## config.mk

```make
export PLATFORM = sky130hd
export DESIGN_NAME = spi_mem_reader_mc
export DESIGN_NICKNAME = d
export VERILOG_FILES = /design/src/rtl/spi_mem_reader_mc.sv
export SDC_FILE = /design/constraint.sdc
export NUM_CORES = 1
export LEC_CHECK = 0
export CAP_MARGIN = 20
export CORE_ASPECT_RATIO = 0.6
export CORE_MARGIN = 10
export CORE_UTILIZATION = 45
export CTS_CLUSTER_SIZE = 8
export DETAILED_ROUTE_END_ITERATION = 10
export GPL_ROUTABILITY_DRIVEN = 1
export GPL_TIMING_DRIVEN = 0
export PLACE_DENSITY = 0.89
export SYNTH_ARGS = -nofsm -noshare
export SYNTH_HDL_FRONTEND = slang
export SYNTH_SLANG_ARGS = --single-unit
```

## constraint.sdc

```tcl
create_clock -name clk -period 1.99 [get_ports clk]
set_input_delay 0.398 -clock clk [delete_from_list [all_inputs] [get_ports clk]]
set_output_delay 0.398 -clock clk [all_outputs]
set_load 0.05 [all_outputs]
```

## src/rtl/spi_mem_reader_mc.sv

```systemverilog
// Multi-channel SPI memory reader: streams NCH interleaved DW-bit words MSB first from a sync RAM.
// Define SPI_MEM_READER_WRAP_EN to restart at the window start instead of stopping at its end.
module spi_mem_reader_mc #(
  parameter int unsigned AW  = 12,
  parameter int unsigned DW  = 16,
  parameter int unsigned NCH = 2,
  localparam int unsigned CHW = (NCH > 1) ? $clog2(NCH) : 1
) (
  input  logic              clk,
  input  logic              reset_flag,
  input  logic              sel,
  input  logic              rising,
  input  logic              falling,
  input  logic [AW-1:0]     start_addr,
  input  logic [AW-1:0]     last_addr,
  input  logic [NCH*DW-1:0] data,
  output logic [AW-1:0]     addr,
  output logic [CHW-1:0]    ch,
  output logic              so,
  output logic              word_strobe,
  output logic              done,
  output logic              overrun
);

  localparam int unsigned BCW = $clog2(DW);
  localparam logic [CHW-1:0] ChLast = CHW'(NCH - 1);
  localparam logic [BCW-1:0] BitTop = BCW'(DW - 1);

  typedef enum logic [1:0] {StFetch1, StFetch2, StShift, StDone} state_e;

  state_e         state_q, state_d;
  logic [AW-1:0]  addr_q, addr_d;
  logic [CHW-1:0] ch_q, ch_d;
  logic [AW-1:0]  start_q, last_q;
  logic [BCW-1:0] bitcnt_q, bitcnt_d;
  logic [DW-1:0]  shreg_q, shreg_d;
  logic           word_strobe_q, word_strobe_d;
  logic           done_q, done_d;
  logic           overrun_q, overrun_d;
  logic           shift_en;

  // Shifting is driven only by falling strobes; rising is intentionally unused.
  logic unused_rising;
  assign unused_rising = rising;

`ifndef SPI_MEM_READER_WRAP_EN
  logic unused_start;
  assign unused_start = ^start_q;
`endif

  assign shift_en = sel & falling;

  always_comb begin
    state_d       = state_q;
    addr_d        = addr_q;
    ch_d          = ch_q;
    bitcnt_d      = bitcnt_q;
    shreg_d       = shreg_q;
    word_strobe_d = 1'b0;
    done_d        = done_q;
    overrun_d     = overrun_q;
    unique case (state_q)
      StFetch1: begin
        state_d = StFetch2;
        if (shift_en) overrun_d = 1'b1;
      end
      StFetch2: begin
        shreg_d  = data[ch_q*DW +: DW];
        bitcnt_d = BitTop;
        state_d  = StShift;
        if (shift_en) overrun_d = 1'b1;
      end
      StShift: begin
        if (shift_en) begin
          shreg_d  = {shreg_q[DW-2:0], 1'b0};
          bitcnt_d = bitcnt_q - 1'b1;
          if (bitcnt_q == '0) begin
            word_strobe_d = 1'b1;
            bitcnt_d      = BitTop;
            state_d       = StFetch1;
            if (ch_q != ChLast) begin
              ch_d = ch_q + 1'b1;
            end else if (addr_q == last_q) begin
`ifdef SPI_MEM_READER_WRAP_EN
              addr_d = start_q;
              ch_d   = '0;
`else
              state_d = StDone;
              done_d  = 1'b1;
`endif
            end else begin
              ch_d   = '0;
              addr_d = addr_q + 1'b1;
            end
          end
        end
      end
      StDone: ;
      default: state_d = StFetch1;
    endcase
  end

  always_ff @(posedge clk) begin
    if (reset_flag) begin
      state_q       <= StFetch1;
      addr_q        <= start_addr;
      ch_q          <= '0;
      start_q       <= start_addr;
      last_q        <= last_addr;
      bitcnt_q      <= BitTop;
      shreg_q       <= '0;
      word_strobe_q <= 1'b0;
      done_q        <= 1'b0;
      overrun_q     <= 1'b0;
    end else begin
      state_q       <= state_d;
      addr_q        <= addr_d;
      ch_q          <= ch_d;
      bitcnt_q      <= bitcnt_d;
      shreg_q       <= shreg_d;
      word_strobe_q <= word_strobe_d;
      done_q        <= done_d;
      overrun_q     <= overrun_d;
    end
  end

  assign addr        = addr_q;
  assign ch          = ch_q;
  assign so          = (state_q == StShift) & shreg_q[DW-1];
  assign word_strobe = word_strobe_q;
  assign done        = done_q;
  assign overrun     = overrun_q;

endmodule
```

==> results of run 1 <==
## layout make-up
cell class                      count  area (um2)  share of cell area [%]
Multi-Input combinational cell    206        1270                    34.6
Sequential cell                    50        1240                    33.8
Timing Repair Buffer               81         788                    21.5
Buffer                             16         134                    3.65
Tap cell                           80         100                    2.73
Clock buffer                        6        93.8                    2.56
Inverter                            8        30.0                   0.818
Clock inverter                      2        12.5                   0.341
## through the flow
stage          hold slack [ps]  total power (uW)  setup WS [ps]  instances  setup TNS (ps)
2_1_floorplan              427              1900           17.2        280               0
3_3_place_gp               437              2180           -427        436          -11410
3_5_place_dp               447              2210           -479        436          -13680
4_1_cts                    459              2880           5.27        444               0
5_1_grt                    478              3100           3.02        449               0
6_report                   455              2940           63.5        449               0
## synth_stat cells
| master | instances | area share, % |
|---|---|---|
| sky130_fd_sc_hd__and3_1 | 2 | 0.48 |
| sky130_fd_sc_hd__mux2i_1 | 17 | 6.5 |
| sky130_fd_sc_hd__bufbuf_16 | 1 | 1.2 |
| sky130_fd_sc_hd__o21ai_0 | 30 | 5.7 |
| sky130_fd_sc_hd__a311oi_1 | 2 | 0.67 |
| sky130_fd_sc_hd__a211oi_1 | 1 | 0.29 |
| sky130_fd_sc_hd__o221ai_1 | 1 | 0.34 |
| sky130_fd_sc_hd__nor2b_1 | 1 | 0.24 |
| sky130_fd_sc_hd__or3b_4 | 1 | 0.43 |
| sky130_fd_sc_hd__nand3_1 | 8 | 1.5 |
| sky130_fd_sc_hd__mux2_2 | 1 | 0.43 |
| sky130_fd_sc_hd__buf_4 | 1 | 0.29 |
| sky130_fd_sc_hd__clkbuf_8 | 1 | 0.53 |
| sky130_fd_sc_hd__o21bai_1 | 1 | 0.29 |
| sky130_fd_sc_hd__nand2b_1 | 3 | 0.72 |
| sky130_fd_sc_hd__buf_6 | 1 | 0.43 |
| sky130_fd_sc_hd__clkbuf_1 | 8 | 1.2 |
| sky130_fd_sc_hd__nand4_1 | 2 | 0.48 |
| sky130_fd_sc_hd__nor2_1 | 9 | 1.3 |
| sky130_fd_sc_hd__buf_2 | 4 | 0.77 |
| sky130_fd_sc_hd__o31ai_1 | 1 | 0.29 |
| sky130_fd_sc_hd__o211ai_1 | 1 | 0.29 |
| sky130_fd_sc_hd__xor2_1 | 15 | 5.0 |
| sky130_fd_sc_hd__or2_2 | 2 | 0.48 |
| sky130_fd_sc_hd__a21oi_1 | 18 | 3.5 |
| sky130_fd_sc_hd__dfxtp_1 | 26 | 20 |
| sky130_fd_sc_hd__edfxtp_1 | 24 | 28 |
| sky130_fd_sc_hd__a31oi_1 | 3 | 0.72 |
| sky130_fd_sc_hd__o22ai_4 | 1 | 0.77 |
| sky130_fd_sc_hd__a31o_2 | 1 | 0.34 |
| sky130_fd_sc_hd__nand2_1 | 62 | 8.9 |
| sky130_fd_sc_hd__and2_2 | 1 | 0.29 |
| sky130_fd_sc_hd__and2_1 | 1 | 0.24 |
| sky130_fd_sc_hd__nor3_1 | 5 | 0.96 |
| sky130_fd_sc_hd__inv_1 | 8 | 1.2 |
| sky130_fd_sc_hd__ha_1 | 5 | 2.4 |
| sky130_fd_sc_hd__xnor2_1 | 7 | 2.3 |
| sky130_fd_sc_hd__nor4_1 | 4 | 0.96 |
## worst min-delay path: stages (launching register included)
cell	delay [ps]
sky130_fd_sc_hd__dfxtp_1	310
sky130_fd_sc_hd__nand2_1	50
sky130_fd_sc_hd__a21oi_1	50
## power groups by stage
stage / sequential, uW / clock [uW] / combinational (uW)
global route: 1340 / 721 / 1030
floorplan: 1400 / 0 / 506
CTS: 1330 / 681 / 878
finish: 1330 / 674 / 939
global placement: 1340 / 0 / 840
detailed placement: 1350 / 0 / 869
## worst paths after layout
kind	start	end
max	state_q[0]	so
min	shreg_q[15]	shreg_q[15]
min reg2reg	shreg_q[15]	shreg_q[15]
max reg2reg	addr[4]	addr[1]
## timing repair
| action | in CTS | in global routing |
|---|---|---|
| gates resized for setup | 24 | 10 |
| hold buffers | 0 | 0 |
| setup endpoints to repair | 33 | 25 |
| setup buffers | 0 | 5 |
## layout by cell type (no fill, tap or decap), types with 7 or more instances in the layout
| master | instances |
|---|---|
| sky130_fd_sc_hd__clkdlybuf4s50_1 | 63 |
| sky130_fd_sc_hd__nand2_1 | 62 |
| sky130_fd_sc_hd__o21ai_0 | 30 |
| sky130_fd_sc_hd__dfxtp_1 | 25 |
| sky130_fd_sc_hd__edfxtp_1 | 24 |
| sky130_fd_sc_hd__a21oi_1 | 18 |
| sky130_fd_sc_hd__mux2i_1 | 17 |
| sky130_fd_sc_hd__xor2_1 | 15 |
| sky130_fd_sc_hd__dlygate4sd2_1 | 11 |
| sky130_fd_sc_hd__inv_1 | 8 |
| sky130_fd_sc_hd__nand3_1 | 7 |
| sky130_fd_sc_hd__xnor2_1 | 7 |
| sky130_fd_sc_hd__nor2_1 | 7 |
## cell families (layout without fill, tap and decap cells)
kind of cell / count (synthesis) / count (layout) / share of synthesized area, %
muxes: 18 / 18 / 6.95
xor gates and xnor gates: 22 / 22 / 7.38
buffers and inverters: 24 / 113 / 5.56
adders and majority gates: 5 / 5 / 2.40
AOI/OAI and AO/OA: 60 / 60 / 13.2
DFF: 50 / 50 / 47.5
and+or+nand+nor: 101 / 101 / 17.0
## registers in the layout, indices dropped and copies added, names as in the netlist
register / count
state_q: 2
done: 1
ch: 1
last_q: 12
addr: 12
bitcnt_q: 4
overrun: 1
shreg_q: 16
word_strobe: 1
## layer usage
layer / global-route usage [%] / routed length (um) / part of all wire (%)
met1: 19.7 / 3090 / 43
met2: 24.9 / 3510 / 49
met3: 2.61 / 497 / 6.9
met4: 4.05 / 80 / 1.1
met5: 0 / 0 / 0
==> impl_results.md, run 1 <==
* Time the worst path needs with I/O delays and setup at ~1900 ps
* Height of the die at just under 80 um
* Transition at the pin with the smallest max-transition slack at about 560 ps
* Share of layout cells above drive strength 1 at 10.6%
* Vias in the first global route at ~2,200
* Remaining global-route overflow at 0
* Unrepaired setup endpoints after global routing: false
* Worst hold path stage count at 2
* Avg Synthesized Cell Area at approximately 9.3 um2
* Die area at 9350 um2
* CTS clk-pin slew, worst paths at about 100 ps
* Final slew viol count at 0
* Share of total power in sequential cells at between 40% and 50%
* Maximum fanout encountered on the critical timing path at 10
* Worst setup EP type: output pin
* Net count of the mapped netlist at roughly 350
* Area of the mapped netlist at 2610 um2
* Worst r2r path cells at 4
* Detailed-route DRC error count at 0
* H-Tree Level Count at 2
* Finished Cell Area at approximately 3700 um2
* Switching component of the power at about 1000 uW
* Result of the run: finished, final reports clean
* Post-synthesis cell type count at 38
* Start-to-end type of the worst setup path: reg -> out
* Initial Util at 46.7%
* Kind of path behind the tightest hold check: reg -> reg
* Count of nets left with antenna violations after detail routing at 0
* Kind of cell adding the most delay to the critical path: buffers and inverters
* Final hold violations at 0
* Final worst path period share at between 90% and 100%
* Design internal power at a little under 2000 uW
* Layout area overhead at 40.6%
* Maximum number of pins on one net before global-route repair at 17
* CTS tree: done
* CP Data Required Time at between 1500 and 2000 ps
* Clk Latency, worst-skew pair at 310 ps
* Initial antenna violation count at 0
* Max Clock Skew at 14.4 ps
* Post-synthesis instance total at between 200 and 300
* Leakage power figure at roughly 0.0013 uW
* Ys Warns at 0
* TritonCTS buffer count at 5
* Final wirelength at 7180 um
* Chip Width at around 120 um
* Number of storage elements in the synthesis netlist at 50
* Largest stage delay on the critical path at between 300 and 400 ps
* Tot GR Track Use at 15.0%
* Type of origin of the critical path: flip-flop
* First DRT Iteration DRCs at 174
* Net Sw Frac at 33.5%
* PD cells at 801 nW/um2
* Instance count on the critical path at 6
* I/O pins at 78
* Maximum vdd drop at between 300 and 400 uV
* Total number of clock tree sinks at 50
* CTS Buffer Depth at 2
* Number of antenna diodes at 0
* Proportion of power drawn by combinational gates at between 30% and 40%
* Std cell rows at 21
* Critical path's slowest cell: sky130_fd_sc_hd__dfxtp_2
* Share of total power in the clock network at about 23%
* Routability congestion estimate at roughly 0.78
* Buffers & Inverters on Critical Path at 4
* Register-to-register setup slack at approximately 90 ps
* Reported max-cap violation count at 0
* Sequential-to-total area share from yosys stat at between 40% and 50%
* Cell at the root of the clock tree: sky130_fd_sc_hd__clkbuf_8
* Final core utilization at 65.6%
* Final Setup Violations at 0
* Final HPWL from detailed placement at 5500 um
* Remaining max-slew budget at the tightest pin at a little over three fifths
* Fmax at 519 MHz
* Post-detailed-route via-to-cell ratio at between 5 and 6
* Number of inserted filler cells in the final layout at ~410
* Crit path DAT at roughly 1500 ps
* Number of buffer cells added on primary ports at 76
* Avg WL per Cell at around 16 um
* Count of vias placed by the detailed router at approximately 2,300
* Wire length of the first global-routing pass at between 10,000 and 15,000 um
* Iteration count of the initial detailed-routing pass at 4
* DP Area at 3490 um2
* Core outline area at 5600 um2
* CP Cell Sequence: inv_1 -> ha_2 -> buf_8 -> clkbuf_8 -> and2_1 -> buf_6
* Layout net count at around 430
(Power assumes the default switching activity.)
==> run 2: changes to the inputs <==
--- a/config.mk
+++ b/config.mk
@@ -14,6 +14,7 @@
 export GPL_ROUTABILITY_DRIVEN = 1
 export GPL_TIMING_DRIVEN = 0
 export PLACE_DENSITY = 0.89
+export SKIP_LAST_GASP = 1
 export SYNTH_ARGS = -nofsm -noshare
 export SYNTH_HDL_FRONTEND = slang
 export SYNTH_SLANG_ARGS = --single-unit
==> run 2 against run 1 <==
  * Setup slack got worse by 42 ps
  * Utilization shrank 0.51 points
  * Critical path depth unchanged
  * Design area is 0.78% lower
==> impl_results.md, run 2 (synthesis gave the netlist of run 1 again) <==
* Worst r2r path cells at 4
* Most flops, register: shreg_q
* Initial antenna violation count at 0
* Buffers & Inverters on Critical Path at 4
* CTS clk-pin slew, worst paths at 110 ps
* Instance count on the critical path at 6
* I/O pins at 78
* CP Cell Sequence: inv_1 -> ha_1 -> buf_8 -> buf_4 -> and2_1 -> buf_6
* Height of the die at roughly 80 um
* Remaining max-slew budget at the tightest pin at a little over three fifths
* Post-detailed-route via-to-cell ratio at about 5.2
* Start-to-end type of the worst setup path: reg -> out
* Leakage power figure at about 0.0013 uW
* Routability congestion estimate at between 0.7 and 0.8
* Fmax at a little over 500 MHz
* Total number of clock tree sinks at 50
* Time the worst path needs with I/O delays and setup at just under 2000 ps
* CP Data Required Time at 1590 ps
* Worst hold path stage count at 2
* Power Total at around 2900 uW
* Core outline area at between 5000 and 6000 um2
* Remaining global-route overflow at 0
* Final hold violations at 0
* Final Setup Violations at 0
* Crit path DAT at between 1500 and 2000 ps
* Unrepaired setup endpoints after global routing: true
* Final cell count without fillers at around 450
* Iteration count of the initial detailed-routing pass at 4
* Max Clock Skew at 17.6 ps
* Hold bufs inserted after CTS at 0
* Share of layout cells above drive strength 1 at 9.81%
* Wire length of the first global-routing pass at 11,500 um
* Number of inserted filler cells in the final layout at 414
* Std cell rows at 21
* Kind of path behind the tightest hold check: reg -> reg
* CTS tree: done
* Final core utilization at approximately 65%
* Result of the run: finished, final reports clean
* Final wirelength at 7060 um
* TritonCTS buffer count at 5
* Chip Width at around 120 um
* Count of nets left with antenna violations after detail routing at 0
* Detailed-route DRC error count at 0
* Initial Util at a little under half
* Worst-case setup slack after placement at -479 ps
* Number of buffer cells added on primary ports at 76
* Die area at between 9000 and 10,000 um2
* Vias in the first global route at 2,217
* Largest register FFs at 16
* First DRT Iteration DRCs at roughly 200
* Transition at the pin with the smallest max-transition slack at around 560 ps
* Type of origin of the critical path: flip-flop
* Tot GR Track Use at about 15%
* Register-to-register setup slack at around 70 ps
* Sum of negative setup slack at 0 ps
* Worst setup EP type: output pin
* Number of antenna diodes at 0
* Maximum vdd drop at around 400 uV
* Count of vias placed by the detailed router at between 2,000 and 2,500
* Most frequent standard cell in the layout excluding fill and tap cells: sky130_fd_sc_hd__clkdlybuf4s50_1
* Final worst path period share at between 90% and 100%
* Kind of cell adding the most delay to the critical path: buffers and inverters
* Largest stage delay on the critical path at ~340 ps
* CTS Buffer Depth at 2
* Total area of sequential cells at 1240 um2
* Final slew viol count at 0
* Clk Latency, worst-skew pair at just over 300 ps
* Layout area overhead at 39.5%
* Critical path's slowest cell: sky130_fd_sc_hd__dfxtp_2
* Layout net count at approximately 430
* Placed cell count at roughly 440
* Final worst slack at 21.5 ps
* Final HPWL from detailed placement at between 5000 and 6000 um
* PD cells at 801 nW/um2
* Commonest non-fill, non-tap cells in the layout: sky130_fd_sc_hd__clkdlybuf4s50_1 (63), sky130_fd_sc_hd__nand2_1 (62), sky130_fd_sc_hd__o21ai_0 (30), sky130_fd_sc_hd__dfxtp_1 (25), sky130_fd_sc_hd__edfxtp_1 (24)
* Multi-input combinational cell area at approximately 1300 um2
* Maximum number of pins on one net before global-route repair at 17
* H-Tree Level Count at 2
* Maximum fanout encountered on the critical timing path at 10
* Avg WL per Cell at approximately 16 um
* Reported max-cap violation count at 0
* Cell at the root of the clock tree: sky130_fd_sc_hd__clkbuf_8
==> run 2: changes by cell type in the layout (fill, tap and decap cells not counted) <==
cell / before / now
sky130_fd_sc_hd__buf_4: 6 / 5
sky130_fd_sc_hd__nor2_2: 1 / 2
sky130_fd_sc_hd__ha_1: 4 / 5
sky130_fd_sc_hd__ha_2: 1 / 0
sky130_fd_sc_hd__clkbuf_8: 6 / 5
sky130_fd_sc_hd__nor2_4: 1 / 0
==> run 2: timing repair <==
| item | 4_1_cts | 5_1_grt |
|---|---|---|
| setup endpoints to repair | 33 | 26 |
| endpoints found under the hold margin | 0 | 0 |
| setup buffers | 0 | 3 |
| pin swaps | 0 | 2 |
| gates resized for setup | 18 | 16 |
==> run 2: layout make-up <==
type                       instances  area share, %
buffer                            16           3.50
clock buffer                       6           2.58
clock inverter                     2          0.344
inverter                           8          0.824
multi-input combinational        206           34.7
sequential                        50           34.1
tap                               80           2.75
timing repair buffer              79           21.2
==> run 2: worst min-delay path: cells and delay by family (launching register included) <==
kind	cells	cell delay [ps]
AO/OA/AOI/OAI	1	50
AND/OR/NAND/NOR	1	50
flip-flops	1	310
==> run 2: final timing paths <==
check | startpoint | endpoint
setup / recovery | state_q[0] | so
hold / removal | shreg_q[15] | shreg_q[15]
setup reg to reg | addr[3] | addr[1]
hold reg to reg | shreg_q[15] | shreg_q[15]
==> run 2: per-stage QoR <==
stage,area (um2),hold slack (ps)
floorplan,2630,427
global placement,3490,437
detailed placement,3490,447
CTS,3580,459
global route,3640,478
finish,3640,455
==> run 2: metal layers <==
metal	global-route usage (%)	up-vias	wire (um)
li1	-	1142	-
met1	19.7	1068	3090
met2	24.6	87	3410
met3	2.61	7	480
met4	3.93	0	80
met5	0	-	0
==> run 2: report_power, final <==
group	switching, uW	internal [uW]	leakage, uW
combinational	527	395	0.000814
sequential	94.8	1230	0.000449
clock	349	326	0.0000572
total	970	1950	0.00132
